$ cat config.mk
export PLATFORM = sky130hd
export DESIGN_NAME = fetch_prefetch_queue_flat
export DESIGN_NICKNAME = d
export VERILOG_FILES = /design/src/rtl/fetch_prefetch_queue_if.sv /design/src/rtl/fetch_prefetch_queue.sv /design/src/flat_wrapper.sv
export SDC_FILE = /design/constraint.sdc
export NUM_CORES = 1
export LEC_CHECK = 0
export CELL_PAD_IN_SITES_DETAIL_PLACEMENT = 0
export CELL_PAD_IN_SITES_GLOBAL_PLACEMENT = 1
export CORE_MARGIN = 8
export CORE_UTILIZATION = 50
export CTS_CLUSTER_DIAMETER = 200
export DETAILED_ROUTE_END_ITERATION = 6
export PLACE_DENSITY = 0.94
export SYNTH_ARGS = -nofsm -noshare
export SYNTH_HDL_FRONTEND = slang
export SYNTH_SLANG_ARGS = --single-unit
$ cat constraint.sdc
create_clock -name clk -period 5.15 [get_ports clk]
set_input_delay 0.7725 -clock clk [delete_from_list [all_inputs] [get_ports clk]]
set_output_delay 0.7725 -clock clk [all_outputs]
set_load 0.02 [all_outputs]
$ cat src/rtl/fetch_prefetch_queue_if.sv
// Instruction-memory handshake between the fetch stage (master) and memory (slave).
// Requests use valid/ready; responses return in request order and are always accepted.
interface fetch_prefetch_queue_if #(
  parameter int XLEN = 32
);
  logic            imem_req_valid;
  logic            imem_req_ready;
  logic [XLEN-1:0] imem_req_addr;
  logic            imem_rsp_valid;
  logic [31:0]     imem_rsp_data;

  modport master (
    output imem_req_valid,
    output imem_req_addr,
    input  imem_req_ready,
    input  imem_rsp_valid,
    input  imem_rsp_data
  );

  modport slave (
    input  imem_req_valid,
    input  imem_req_addr,
    output imem_req_ready,
    output imem_rsp_valid,
    output imem_rsp_data
  );
endinterface

$ cat src/rtl/fetch_prefetch_queue.sv
// IF stage: sequential fetch requests, in-order prefetch FIFO and IF/ID register,
// with redirect handling that discards stale in-flight responses.
module fetch_prefetch_queue #(
  parameter int XLEN     = 32,
  parameter int RESET_PC = 0,
  parameter int QDEPTH   = 4
) (
  input  logic                   clk,
  input  logic                   rst,
  input  logic                   pcselE,
  input  logic [XLEN-1:0]        pcTargetE,
  input  logic                   stallD,
  input  logic                   flushD,
  fetch_prefetch_queue_if.master imem,
  output logic [31:0]            instrD,
  output logic [XLEN-1:0]        pcD,
  output logic [XLEN-1:0]        pc4D,
  output logic                   validD
);

  localparam int AW = $clog2(QDEPTH);
  localparam int CW = AW + 1;
  localparam logic [CW:0]   QD_W = (CW+1)'(QDEPTH);
  localparam logic [XLEN-1:0] PC_STEP = XLEN'(4);

  logic [31:0]     qinstr_q [QDEPTH];
  logic [XLEN-1:0] qpc_q    [QDEPTH];

  logic [AW-1:0]   rd_ptr_q, rd_ptr_d, wr_ptr_q, wr_ptr_d;
  logic [CW-1:0]   count_q, count_d, inflight_q, inflight_d, drop_q, drop_d;
  logic [XLEN-1:0] fetch_pc_q, fetch_pc_d, rsp_pc_q, rsp_pc_d;
  logic [31:0]     instr_id_q, instr_id_d;
  logic [XLEN-1:0] pc_id_q, pc_id_d, pc4_id_q, pc4_id_d;
  logic            valid_id_q, valid_id_d;

  logic [CW:0]     credit_sum;
  logic            req_valid, fire, rsp, push, pop;

  // Credit counts both outstanding requests and buffered entries so a response
  // always finds a free slot.
  assign credit_sum = {1'b0, inflight_q} + {1'b0, count_q};
  assign req_valid  = !rst && (credit_sum < QD_W);
  assign fire       = req_valid && imem.imem_req_ready;
  assign rsp        = imem.imem_rsp_valid;
  assign push       = rsp && (drop_q == '0);
  assign pop        = !stallD && !flushD && (count_q != '0);

  assign imem.imem_req_valid = req_valid;
  assign imem.imem_req_addr  = fetch_pc_q;

  always_comb begin
    rd_ptr_d    = rd_ptr_q;
    wr_ptr_d    = wr_ptr_q;
    fetch_pc_d  = fetch_pc_q;
    rsp_pc_d    = rsp_pc_q;
    drop_d      = drop_q;
    instr_id_d  = instr_id_q;
    pc_id_d     = pc_id_q;
    pc4_id_d    = pc4_id_q;
    valid_id_d  = valid_id_q;
    inflight_d  = inflight_q + CW'(fire) - CW'(rsp);
    count_d     = count_q + CW'(push) - CW'(pop);

    if (fire) fetch_pc_d = fetch_pc_q + PC_STEP;
    if (push) begin
      wr_ptr_d = wr_ptr_q + 1'b1;
      rsp_pc_d = rsp_pc_q + PC_STEP;
    end
    if (rsp && (drop_q != '0)) drop_d = drop_q - 1'b1;
    if (pop) rd_ptr_d = rd_ptr_q + 1'b1;

    if (stallD) begin
      valid_id_d = valid_id_q;
    end else if (flushD || (count_q == '0)) begin
      instr_id_d = '0;
      pc_id_d    = '0;
      pc4_id_d   = '0;
      valid_id_d = 1'b0;
    end else begin
      instr_id_d = qinstr_q[rd_ptr_q];
      pc_id_d    = qpc_q[rd_ptr_q];
      pc4_id_d   = qpc_q[rd_ptr_q] + PC_STEP;
      valid_id_d = 1'b1;
    end

    // Everything still outstanding after this edge belongs to the old path.
    if (pcselE) begin
      rd_ptr_d   = '0;
      wr_ptr_d   = '0;
      count_d    = '0;
      fetch_pc_d = pcTargetE;
      rsp_pc_d   = pcTargetE;
      drop_d     = inflight_d;
    end
  end

  always_ff @(posedge clk) begin
    if (push) begin
      qinstr_q[wr_ptr_q] <= imem.imem_rsp_data;
      qpc_q[wr_ptr_q]    <= rsp_pc_q;
    end
  end

  always_ff @(posedge clk) begin
    if (rst) begin
      rd_ptr_q   <= '0;
      wr_ptr_q   <= '0;
      count_q    <= '0;
      inflight_q <= '0;
      drop_q     <= '0;
      fetch_pc_q <= XLEN'(RESET_PC);
      rsp_pc_q   <= XLEN'(RESET_PC);
      instr_id_q <= '0;
      pc_id_q    <= '0;
      pc4_id_q   <= '0;
      valid_id_q <= 1'b0;
    end else begin
      rd_ptr_q   <= rd_ptr_d;
      wr_ptr_q   <= wr_ptr_d;
      count_q    <= count_d;
      inflight_q <= inflight_d;
      drop_q     <= drop_d;
      fetch_pc_q <= fetch_pc_d;
      rsp_pc_q   <= rsp_pc_d;
      instr_id_q <= instr_id_d;
      pc_id_q    <= pc_id_d;
      pc4_id_q   <= pc4_id_d;
      valid_id_q <= valid_id_d;
    end
  end

  assign instrD = instr_id_q;
  assign pcD    = pc_id_q;
  assign pc4D   = pc4_id_q;
  assign validD = valid_id_q;

endmodule

$ cat src/flat_wrapper.sv
// flat-port wrapper written by rule: the top's interface ports become plain ports
module fetch_prefetch_queue_flat 
#(
  parameter int XLEN     = 32,
  parameter int RESET_PC = 0,
  parameter int QDEPTH   = 4
)
  (clk, rst, pcselE, pcTargetE, stallD, flushD, instrD, pcD, pc4D, validD, imem_imem_req_valid, imem_imem_req_addr, imem_imem_req_ready, imem_imem_rsp_valid, imem_imem_rsp_data);
  fetch_prefetch_queue_if #(.XLEN(XLEN)) imem_i ();
  input  logic clk;
  input  logic rst;
  input  logic pcselE;
  input  logic [XLEN-1:0] pcTargetE;
  input  logic stallD;
  input  logic flushD;
  output logic [31:0] instrD;
  output logic [XLEN-1:0] pcD;
  output logic [XLEN-1:0] pc4D;
  output logic validD;
  output wire logic [$bits(imem_i.imem_req_valid)-1:0] imem_imem_req_valid;
  output wire logic [$bits(imem_i.imem_req_addr)-1:0] imem_imem_req_addr;
  input wire logic [$bits(imem_i.imem_req_ready)-1:0] imem_imem_req_ready;
  input wire logic [$bits(imem_i.imem_rsp_valid)-1:0] imem_imem_rsp_valid;
  input wire logic [$bits(imem_i.imem_rsp_data)-1:0] imem_imem_rsp_data;
  assign imem_imem_req_valid = imem_i.imem_req_valid;
  assign imem_imem_req_addr = imem_i.imem_req_addr;
  assign imem_i.imem_req_ready = imem_imem_req_ready;
  assign imem_i.imem_rsp_valid = imem_imem_rsp_valid;
  assign imem_i.imem_rsp_data = imem_imem_rsp_data;
  fetch_prefetch_queue #(.XLEN(XLEN), .RESET_PC(RESET_PC), .QDEPTH(QDEPTH)) u_core (.clk(clk), .rst(rst), .pcselE(pcselE), .pcTargetE(pcTargetE), .stallD(stallD), .flushD(flushD), .imem(imem_i), .instrD(instrD), .pcD(pcD), .pc4D(pc4D), .validD(validD));
endmodule
* Word-level counts from Yosys, hierarchy flattened
Memories as Yosys holds them, arrays and structs flattened. A register that Yosys moved wholly into a read port is not among the register bits.
Index checks and enable logic that the tools add are counted.
** Storage, ports and cells
- Bits of input ports :: 71
- Memories :: 2
- RAM bits :: 256
- Output and inout bits :: 130
- Register bits after elaboration :: 174
** Memories
- u_core.qinstr_q :: depth 4, width 32, read ports 1, clocked after Yosys merged registers in 1, write ports 1, RTL line fetch_prefetch_queue.sv:26 : logic [31:0] qinstr_q [QDEPTH];
- u_core.qpc_q :: depth 4, width 32, read ports 1, clocked after Yosys merged registers in 1, write ports 1, RTL line fetch_prefetch_queue.sv:27 : logic [XLEN-1:0] qpc_q [QDEPTH];
** Operators by class
- Magnitude comparators :: 1
- Add/sub/neg operators :: 11
- Reductions and logical operators :: 18
- Multiplexer cells :: 16
** Operator list (number)
- 2-to-1 mux 32 bit :: 7
- adder 32 x 3 -> 32 bit, second input constant :: 3
- 2-to-1 mux 2 bit :: 4
- adder 3 x 1 -> 3 bit :: 2
- logical AND 1 bit :: 6
- logical NOT 3 bit :: 2
- 2-to-1 mux 3 bit :: 2
- nonzero test 2 bit :: 3
- nonzero test 3 bit :: 2
- subtractor 3 x 1 -> 3 bit :: 2
- adder 2 x 1 -> 2 bit, second input constant :: 2
- adder 3 x 3 -> 4 bit :: 1
- < comparator 4 x 3 -> 1 bit, second input constant :: 1
- logical NOT 1 bit :: 3
- 2-to-1 mux 1 bit :: 3
- subtractor 3 x 1 -> 3 bit, second input constant :: 1
- OR reduction 2 bit :: 1
- logical OR 1 bit :: 1

* Longest topological paths before layout
- Word-level depth :: 7
- Mapped depth :: 12

* Worst setup path before layout
OpenSTA, ideal clock, no wires.
- Path type :: input-to-reg
- Start :: input port imem_imem_rsp_valid
- End :: memory u_core.qinstr_q[0][0] (enable)
- Data required time :: 4721 ps
- Stages :: 4
- Arrival :: 3016 ps
- Path buffers :: 2
- Path slack :: 1706 ps
- Path through :: and3b_1 clkbuf_1 clkbuf_1 and2_1
** Between the ends
- Word-level cells in the longest chain between the ends :: 3
** Ends and longest elaborated chain
- from (decl) :: RTL line flat_wrapper.sv:23 : input wire logic [$bits(imem_i.imem_rsp_valid)-1:0] imem_imem_rsp_valid;
- logical AND 1 bit :: RTL line fetch_prefetch_queue.sv:45 : assign push = rsp && (drop_q == '0);
- via u_core.push :: RTL line fetch_prefetch_queue.sv:37 : logic req_valid, fire, rsp, push, pop;
- 2-to-1 mux 1 bit :: RTL line fetch_prefetch_queue.sv:98 : if (push) begin
- 2-to-1 mux 1 bit (implied by the code) :: RTL line fetch_prefetch_queue.sv:99 : qinstr_q[wr_ptr_q] <= imem.imem_rsp_data;
- to (decl) :: RTL line fetch_prefetch_queue.sv:26
The timed path passes the listed nets, and every way through them passes these cells.

==> run summary <==
Sink Count = 430
grt total ovfl = 0
Setup-failing EPs final = 0
drt total wl = 41000 um
FF+latch count, synth = 430
R2R Setup Slk = 1.90 ns
reg2reg path depth = 6
Die Ht = 201 um
min-delay src = u_core.imem.imem_req_addr[0]
Static Leakage = 6.82 nW
Mapped Cells = 1238
CTS HTree Levels = 2
Max IR drop VDD = 0.236 mV
dominant cells by area after synthesis = edfxtp_1, dfxtp_1, mux4_2, a22oi_1, nor2_1
met2 usage = 31.5%
DP Wirelength = 26400 um
Placed Area = 19500 um2
final net count = 1508
fin cells = 1910
PwrDens = 387 nW/um2
# rows = 68
number of CTS-inserted buffers = 44
Top Usage Layer GRT = met2
Max-slew headroom = 28.9%
min-delay worst type = flop to flop
hold path cells = 2
crit path kind = flop to flop
hold endpoint = u_core.imem.imem_req_addr[0]
GPL Wtd Cong = 0.831
Tot GR Track Use = 19.6%
Syn. warnings = 0
Setup crit start kind = flop
post-synth top area share = 44.7%
Slew Limit Fails = 0
Die Area = 40600 um2
Crit Path Max Fanout = 39
worst skew pair latency = 0.55 ns
met3 Use GR = 4.33%
first-pass detailed-route iteration total = 5
Slew @ Worst Pin = 1.06 ns
largest area contributor in the netlist = edfxtp_1
EDFF count, synth = 256
Die X = 201 um
final hold violation count = 0
Clock Path Buffers = 3
top_reg_cell synth = edfxtp_1
CTS resizes = 0
GR Layer Usage met1 = 27.1%
final instance area = 20900 um2
number of global-route vias before repair = 11200
synthesized area = 17200 um2
post-place setup slack = 1.50 ns
top-count cell post-synth = edfxtp_1
dpl cells = 1829
Worst Path Arrival = 3.66 ns
sequential share of the synthesized area = 65.0%
minimum clock period = 3.25 ns
post-route setup TNS = 0 ns
Yosys cell types = 56
period utilization = 63.0%
clk_skew = 0.0194 ns
total core area = 34200 um2
Iteration-0 DRC Markers = 814
initial antenna violation count = 0
layout cells sized above 1 = 10.2%
hold_buf cts = 0
RSZ-0062 raised after global routing = no
f_max = 308 MHz
post-DR wirelength/cell = 21.5 um
Avg Inst Size Synth = 13.9 um2
commonest cells in the synthesized netlist = edfxtp_1, dfxtp_1, nor2_1, a22oi_1, nand2_1
post-CTS setup repair buffer count = 0
filler cell count = 2592
Post-synth ARST share = 0%
RR Endpoint = u_core.pc4D[28]
CP required = 5.56 ns
drt via density = 5.87
root buffer cell = clkbuf_16
run status = completed
area delta synth->final = 21.7%
residual DRC count = 0
first-pass GRT wire length = 64400 um
Final ANT Viol Nets = 0
Setup crit end kind = flop
Port Buffers = 200
Core Util, Final = 61.2%
largest net degree at the start of global routing = 76
CTS tree = built
maximum capacitance violations = 0
ANT cells = 0
CTS clock-pin slew for the worst setup and hold paths = 0.06 ns
syn_nets = 1326
Starting Density = 50.3%
I/O Pins = 201
final worst slack = 1.90 ns
vias post-DR = 11200
-- how the worst max path moves through the flow --
| stage | end |
|---|---|
| after floorplan | u_core.qinstr_q[0][0] |
| after global placement | u_core.rsp_pc_q[22] |
| after detailed placement | u_core.rsp_pc_q[29] |
| after CTS | u_core.pc4D[28] |
| after global routing | u_core.pc4D[28] |
| final | u_core.pc4D[28] |
-- metal layers --
layer	wire length [um]	vias to the layer above
li1	-	5125
met1	17700	5570
met2	19300	468
met3	3320	48
met4	661	0
met5	0	-
-- logic make-up after synthesis --
family	Yosys count	synth area share, %
and+or+nand+nor	338	10.0
DFF	430	65.0
xor gates and xnor gates	53	2.70
buffers and inverters	107	2.65
adders and majority gates	17	1.32
muxes	65	8.66
AOI/OAI and AO/OA	228	9.65
-- state kept, by name, indices dropped and copies added, names as in the netlist, named ones only --
register,cells
u_core.qinstr_q,128
u_core.qpc_q,128
u_core.imem.imem_req_addr,32
u_core.instrD,32
u_core.pc4D,32
u_core.rsp_pc_q,32
u_core.pcD,30
u_core.count_q,3
u_core.drop_q,3
u_core.inflight_q,3
u_core.rd_ptr_q,2
u_core.wr_ptr_q,2
u_core.validD,1
-- per-stage QoR --
stage          hold WS (ns)  total power [mW]
5_1_grt               0.488              8.40
2_1_floorplan         0.460              4.71
3_5_place_dp          0.449              5.08
6_report              0.460              8.11
4_1_cts               0.462              8.15
3_3_place_gp          0.439              5.04
-- cell type report --
type,count,area [um2],share of cell area (%)
clock inverter,24,205,0.981
inverter,31,116,0.556
clock buffer,57,1200,5.74
sequential,430,11200,53.4
timing repair buffer,212,2080,9.96
multi-input combinational,701,5580,26.6
tap,455,569,2.72
-- power by group --
part           internal (mW)  switching, mW  total, mW
logic                  0.403          0.560      0.963
clock network           1.80           1.29       3.09
registers               3.91          0.140       4.05
-- worst max-delay path: stages, from the launching register on --
cell     delay (ns)
dfxtp_4        0.85
mux4_2         0.49
ha_1           0.26
nand3_1        0.21
nor4_1         0.77
a21oi_1        0.13
or3_1          0.40
-- layout by cell type, fill, tap and decap left out, drive strengths merged, types with 3 or more instances in the layout --
master	n
a31oi	5
clkinv	17
o21a	26
or3	7
a32oi	4
a22oi	70
a211o	4
and2	14
o31a	23
bufinv	3
nand3	31
clkdlybuf4s50	198
and4	7
a21boi	26
nor3	23
mux4	64
a221o	5
nand4	29
and3	19
ha	15
inv	34
xor2	13
clkbuf	57
nor2	97
nor4	26
buf	14
or2	3
dfxtp	174
o211ai	7
nand2	64
a21oi	25
or4	6
nor2b	6
edfxtp	256
xnor2	40
o21ai	21
Note: power is estimated with default switching activity, not from simulation.
